File: src/rtl/ex_redirect_ctrl.sv
// EX-stage redirect control: resolves B/JAL/JALR/flush redirects, kills FLUSH_DEPTH wrong-path slots.
// Latency: pc_sel/redirect_pc one cycle after resolve; memrw_ex combinational, *_ex_q registered.
// No backpressure; optional perf counters built when CTRL_EX_PERF_EN is defined.
module ex_redirect_ctrl #(
    parameter int FLUSH_DEPTH = 3,
    parameter int LDSEL_W     = 3,
    parameter int WBSEL_W     = 2,
    parameter int CNT_W       = 32
) (
    input  logic               clk,
    input  logic               rst,
    input  logic [31:0]        inst,
    input  logic               br_eq,
    input  logic               br_lt,
    input  logic [31:0]        br_target,
    input  logic               flush_req,
    input  logic [31:0]        flush_pc,
    input  logic               hold_d,
    input  logic [1:0]         memrw_d,
    input  logic               regwen_d,
    input  logic [LDSEL_W-1:0] ldsel_d,
    input  logic [WBSEL_W-1:0] wbsel_d,
    input  logic               csrsel_d,
    output logic [1:0]         memrw_ex,
    output logic               regwen_ex_q,
    output logic [LDSEL_W-1:0] ldsel_ex_q,
    output logic [WBSEL_W-1:0] wbsel_ex_q,
    output logic               csrsel_ex_q,
    output logic               pc_sel,
    output logic [31:0]        redirect_pc,
    output logic               kill,
    output logic [CNT_W-1:0]   perf_br,
    output logic [CNT_W-1:0]   perf_taken,
    output logic [CNT_W-1:0]   perf_kill
);
    localparam logic [4:0] OP_BRANCH = 5'b11000;
    localparam logic [4:0] OP_JALR   = 5'b11001;
    localparam logic [4:0] OP_JAL    = 5'b11011;

    logic [FLUSH_DEPTH-1:0] kill_sr;
    logic [FLUSH_DEPTH-1:0] kill_sr_nxt;
    logic                   is_br;
    logic                   is_jal;
    logic                   is_jalr;
    logic                   br_taken;
    logic                   det_br;
    logic                   det;
    logic                   unused_inst;

    assign unused_inst = ^{inst[31:15], inst[11:7], inst[1:0]};

    assign kill     = |kill_sr;
    assign pc_sel   = kill_sr[0];
    assign memrw_ex = (kill || hold_d) ? 2'b00 : memrw_d;

    always_comb begin
        is_br   = (inst[6:2] == OP_BRANCH);
        is_jal  = (inst[6:2] == OP_JAL);
        is_jalr = (inst[6:2] == OP_JALR);
        case (inst[14:12])
            3'b000:         br_taken = br_eq;
            3'b001:         br_taken = !br_eq;
            3'b100, 3'b110: br_taken = br_lt;
            3'b101, 3'b111: br_taken = !br_lt;
            default:        br_taken = 1'b0;
        endcase
        // Wrong-path and bubble slots never redirect; external flushes always do.
        det_br = !hold_d && !kill && ((is_br && br_taken) || is_jal || is_jalr);
        det    = flush_req || det_br;
        kill_sr_nxt    = '0;
        kill_sr_nxt[0] = det;
        for (int i = 1; i < FLUSH_DEPTH; i++) begin
            kill_sr_nxt[i] = kill_sr[i-1];
        end
    end

    always_ff @(posedge clk) begin
        if (rst) begin
            kill_sr     <= '0;
            redirect_pc <= '0;
            regwen_ex_q <= 1'b0;
            ldsel_ex_q  <= '0;
            wbsel_ex_q  <= '0;
            csrsel_ex_q <= 1'b0;
        end else begin
            kill_sr <= kill_sr_nxt;
            if (det) begin
                redirect_pc <= flush_req ? flush_pc : br_target;
            end
            regwen_ex_q <= (kill || hold_d) ? 1'b0 : regwen_d;
            ldsel_ex_q  <= kill ? '0 : ldsel_d;
            wbsel_ex_q  <= kill ? '0 : wbsel_d;
            csrsel_ex_q <= kill ? 1'b0 : csrsel_d;
        end
    end

`ifdef CTRL_EX_PERF_EN
    logic [CNT_W-1:0] br_cnt;
    logic [CNT_W-1:0] taken_cnt;
    logic [CNT_W-1:0] kill_cnt;
    logic             br_seen;

    assign br_seen = (is_br || is_jal || is_jalr) && !hold_d && !kill;

    // Counters saturate rather than wrap.
    always_ff @(posedge clk) begin
        if (rst) begin
            br_cnt    <= '0;
            taken_cnt <= '0;
            kill_cnt  <= '0;
        end else begin
            if (br_seen && (br_cnt != '1))   br_cnt    <= br_cnt + CNT_W'(1);
            if (det_br && (taken_cnt != '1)) taken_cnt <= taken_cnt + CNT_W'(1);
            if (kill && (kill_cnt != '1))    kill_cnt  <= kill_cnt + CNT_W'(1);
        end
    end

    assign perf_br    = br_cnt;
    assign perf_taken = taken_cnt;
    assign perf_kill  = kill_cnt;
`else
    assign perf_br    = '0;
    assign perf_taken = '0;
    assign perf_kill  = '0;
`endif

endmodule

File: config.mk
export PLATFORM = sky130hd
export DESIGN_NAME = ex_redirect_ctrl
export DESIGN_NICKNAME = d
export VERILOG_FILES = /design/src/rtl/ex_redirect_ctrl.sv
export SDC_FILE = /design/constraint.sdc
export NUM_CORES = 1
export LEC_CHECK = 0
export CORE_ASPECT_RATIO = 0.75
export CORE_MARGIN = 3
export CORE_UTILIZATION = 25
export CTS_CLUSTER_SIZE = 14
export DETAILED_ROUTE_END_ITERATION = 8
export PLACE_DENSITY = 0.67
export RECOVER_POWER = 100
export SLEW_MARGIN = 20
export SYNTH_ARGS = -nofsm -noshare
export SYNTH_HDL_FRONTEND = slang
export SYNTH_SLANG_ARGS = --single-unit
File: constraint.sdc
create_clock -name clk -period 3 [get_ports clk]
set_input_delay 0.6 -clock clk [delete_from_list [all_inputs] [get_ports clk]]
set_output_delay 0.6 -clock clk [all_outputs]
set_load 0.05 [all_outputs]
After elaboration in Yosys (flattened, before gate mapping)

Index checks and enable logic that the tools add are counted.

Output and inout bits: 139
Bits of input ports: 111
Logic and storage cells: 34
Flip-flop bits (word level): 42

Multiplexer cells: 3
Reduce and logical (&&, ||, !) cells: 17
Equality and inequality tests: 8

Operators by type and width:

| kind                                                                  | number |
|---|---|
| 32-bit two-way mux                                                    | 1 |
| 5-bit equality test, second input constant                            | 3 |
| 3-bit equality test, second input constant                            | 4 |
| 2-bit OR reduction                                                    | 3 |
| 1-bit zero test                                                       | 4 |
| 1-bit logical OR                                                      | 4 |
| 1-bit case mux with 4 select lines                                    | 1 |
| 4-bit OR reduction                                                    | 1 |
| 3-bit by 1-bit equality test with 1-bit output, second input constant | 1 |
| 1-bit logical AND                                                     | 3 |
| 3-bit zero test                                                       | 1 |
| 3-bit OR reduction                                                    | 1 |
| 2-bit two-way mux                                                     | 1 |

Logic depth before layout (Yosys ltp)

Depth after elaboration: 8
Gate-level depth with buffers: 6
Mapped depth without buffers: 4

Worst setup path after synthesis

No wires, ideal clock.

Path type: register -> output
Start point: register kill_sr[0]
End point: output port memrw_ex[0]
Buffers on the path: 0
Path slack: 1.103 ns
Stages on the path, launching flop included: 3
Data arrival time: 1.297 ns
Required time: 2.400 ns
Cells stage by stage: dfxtp_1 -> nor4_4 -> and2_1

Cells in the longest elaborated chain, start to end: 3

Ends and longest elaborated chain:

| element                  | line | source |
|---|---|---|
| start: declaration       | 40   | `logic [FLUSH_DEPTH-1:0] kill_sr;` |
| start signal: assignment | 86   | `kill_sr <= kill_sr_nxt;` |
| 3-bit OR reduction       | 52   | `assign kill = \|kill_sr;` |
| 1-bit logical OR         | 54   | `assign memrw_ex = (kill \|\| hold_d) ? 2'b00 : memrw_d;` |
| 2-bit two-way mux        | 54   |  |
| end: declaration         | 24   | `output logic [1:0] memrw_ex,` |

Every way passes these cells.

Worst setup path in the final report

Start point: input port hold_d
End point: register redirect_pc[7]

Cells in the longest elaborated chain, start to end: 4

Ends and longest elaborated chain:

| element                        | line | source |
|---|---|---|
| start: declaration             | 18   | `input logic hold_d,` |
| 1-bit zero test                | 68   | `det_br = !hold_d && !kill && ((is_br && br_taken) \|\| is_jal \|\| is_jalr);` |
| 1-bit logical AND (2 in a row) | 68   |  |
| 1-bit logical OR               | 69   | `det = flush_req \|\| det_br;` |
| end signal: assignment         | 88   | `redirect_pc <= flush_req ? flush_pc : br_target;` |
| end: declaration               | 30   | `output logic [31:0] redirect_pc,` |

Every way passes these cells.
A chain may end at the register's enable or synchronous reset.

==> impl_results.md <==
- Reg2Reg Depth: 5
- Worst hold slack: 0.511 ns
- Yosys cell types: 21
- Synthesis-to-finish area growth: 41.2%
- Iteration-0 DRC Markers: 18
- Gr ovfl total: 0
- Sequential share of power: 29.3%
- TritonCTS buffer count: 5
- Yosys reg bits: between 40 and 50
- Max Cap Viol: 0
- Die height: 98.2 µm
- Worst EP arrival: 2.63 ns
- Worst path required time: 3.19 ns
- Final setup viols: 0
- CTS tree: yes
- Sum Neg Setup Slack: 0 ns
- Clock Sinks: 42
- Sequential share of the synthesized area: between 20% and 30%
- Clk buf depth: 2
- Rel. slew slack: 33.8%
- Initial antenna violation count: 0
- GRT Total Usage: 10.9%
- Top-level port count: 250
- Detail Placement HPWL: 5720 µm
- Net Switching: 808 µW
- CP max FO: 24
- RSZ-0062 raised after global routing: no
- Top cells by area, synth: dfxtp_1, buf_4, a211oi_2
- Via density: 4.06
- Fmax: between 0.4 and 0.5 GHz
- Wire length per cell: ~14 µm
- Routability Congestion: around 0.64
- Vias in the first global route: approximately 2000
- Final WL: 7510 µm
- H-tree lvl count: 2
- Initial Util: 25.8%
- Pleak: 0.00172 µW
- Worst setup SP type: primary input
- Reg clk slew, reported paths: 0.06 ns
- Layout Cells excl Fill: 541
- Cell Pwr Density: 526 nW/µm²
- Tightest Pin Transition: 0.993 ns
- Worst Clk Skew: 0.00285 ns
- DRC viols: 0
- Post-route ant nets: 0
- Fin crit period: 2.44 ns
- DIE AREA: ~13000 µm²
- CTS root buffer: clkbuf_16
- Ratio of cells with drive above 1 in the final layout: ~10%
- Max-slew violation count: 0
- Avg Cell Area, Syn: about 10 µm²
- Port bufs: 129
- HP Class: reg -> reg
- Post CTS Setup Buffer Count: 0
- Max IR drop VDD: 0.299 mV
- Post-Synthesis Cells: 279
- Inst Count DP: roughly 530
- WS Path Type: in -> reg
- Number of inserted diodes: 0
- Net Sw Frac: 38.3%
- Die width: 129 µm
- Pre-antenna DRT Iters: 4
- Comb pwr share: 36.8%
- Final worst path period share: slightly above 80%
- Clock Latency Late Sink: 0.28 ns
- Hold Path Stages: 1
- First-pass GRT wire length: 10900 µm
- Vias: approximately 2200
- Final hold vios: 0
- Setup crit end kind: register
- # rows: 33
- Synthesized area: between 2000 and 3000 µm²
- CTS Hold Bufs: 0
- Final net count: between 500 and 600
- Yosys warns: 0
- Largest net degree at the start of global routing: 34
- Clock Power Share: 33.8%
- Status: complete, no violations
- Core ar.: 11000 µm²
- Post-CTS Resized: 0
- Share of the synthesized area in the top cell type: 29.6%
- Dominant cell type by area after synthesis: dfxtp_1
- Internal Pwr Total: 1300 µW
## sequential cells by signal, indices dropped and copies added, names as in the netlist
signal / flops
redirect_pc: 32
kill_sr: 3
wbsel_ex_q: 2
regwen_ex_q: 1
csrsel_ex_q: 1
ldsel_ex_q: 3
## power groups by stage
stage	sequential (µW)	clock (µW)	combinational, µW
floorplan	770	0	527
global placement	630	0	795
detailed placement	632	0	800
CTS	620	736	802
global route	623	757	814
finish	618	713	776
## cells in the final DEF (no fill, tap or decap), drive strengths merged, types with 2 or more instances in the layout
cell           instances
a211oi                64
and2                   8
buf                    9
bufinv                 2
clkbuf                 7
clkdlybuf4s50         83
conb                  96
dfxtp                 42
dlygate4sd3           42
mux2i                 32
nor2                   2
nor2b                  4
xor2                   2
## kinds of logic (layout without fill, tap and decap cells)
group,after synthesis,after routing,synth area share [%]
simple gates,18,18,4.54
other cells,1,96,0.132
xor+xnor,2,2,0.618
buf+inv,117,144,30.3
mux,32,32,11.3
flops,42,42,29.6
compound gates,67,67,23.5
## worst max-delay path: stages
cell           delay, ns
dlygate4sd3_1       0.59
nor4_4              0.21
a41o_1              0.51
buf_4               0.38
a211oi_1            0.10
a211oi_1            0.23
## stage by stage
step                area [µm²]  worst slack, ns  util, %  total power [µW]
floorplan                 3190             1.10        -              1300
global placement          3860            0.511     35.2              1430
detailed placement        3860            0.488     35.2              1430
CTS                       4060            0.617     36.9              2160
global route              4010            0.430     36.5              2190
finish                    4010            0.560     36.5              2110
## cell usage after synthesis, drive strengths merged
cell type,count
buf,113
a211oi,64
dfxtp,42
mux2i,32
and2,8
clkbuf,4
nor2b,4
nor2,2
xor2,2
a21o,1
a22o,1
a41o,1
and4b,1
conb,1
nor4,1
nor4b,1
or3,1
## metal layers
layer / track usage [%] / vias to the layer above / share of wire (%)
met4: 2.42 / 0 / 0.76
met3: 5.03 / 8 / 12
met1: 12.6 / 1026 / 40
met2: 18.3 / 120 / 47
met5: 0 / - / 0
li1: - / 1044 / -
## worst paths after layout
kind	startpoint	endpoint	slack, ns
worst min-delay path	kill_sr[1]	kill_sr[2]	0.51
worst min register to register	kill_sr[1]	kill_sr[2]	0.51
worst max-delay path	hold_d	redirect_pc[7]	0.56
worst max register to register	kill_sr[0]	redirect_pc[7]	1.00
## cell type report
class                           count  area [µm²]
Fill cell                        1136        6980
Multi-Input combinational cell    215        1450
Timing Repair Buffer              136        1350
Sequential cell                    42         841
Tap cell                          140         175
Clock buffer                        5         125
Clock inverter                      3        68.8
No activity file was read; power rests on OpenSTA's default activity.
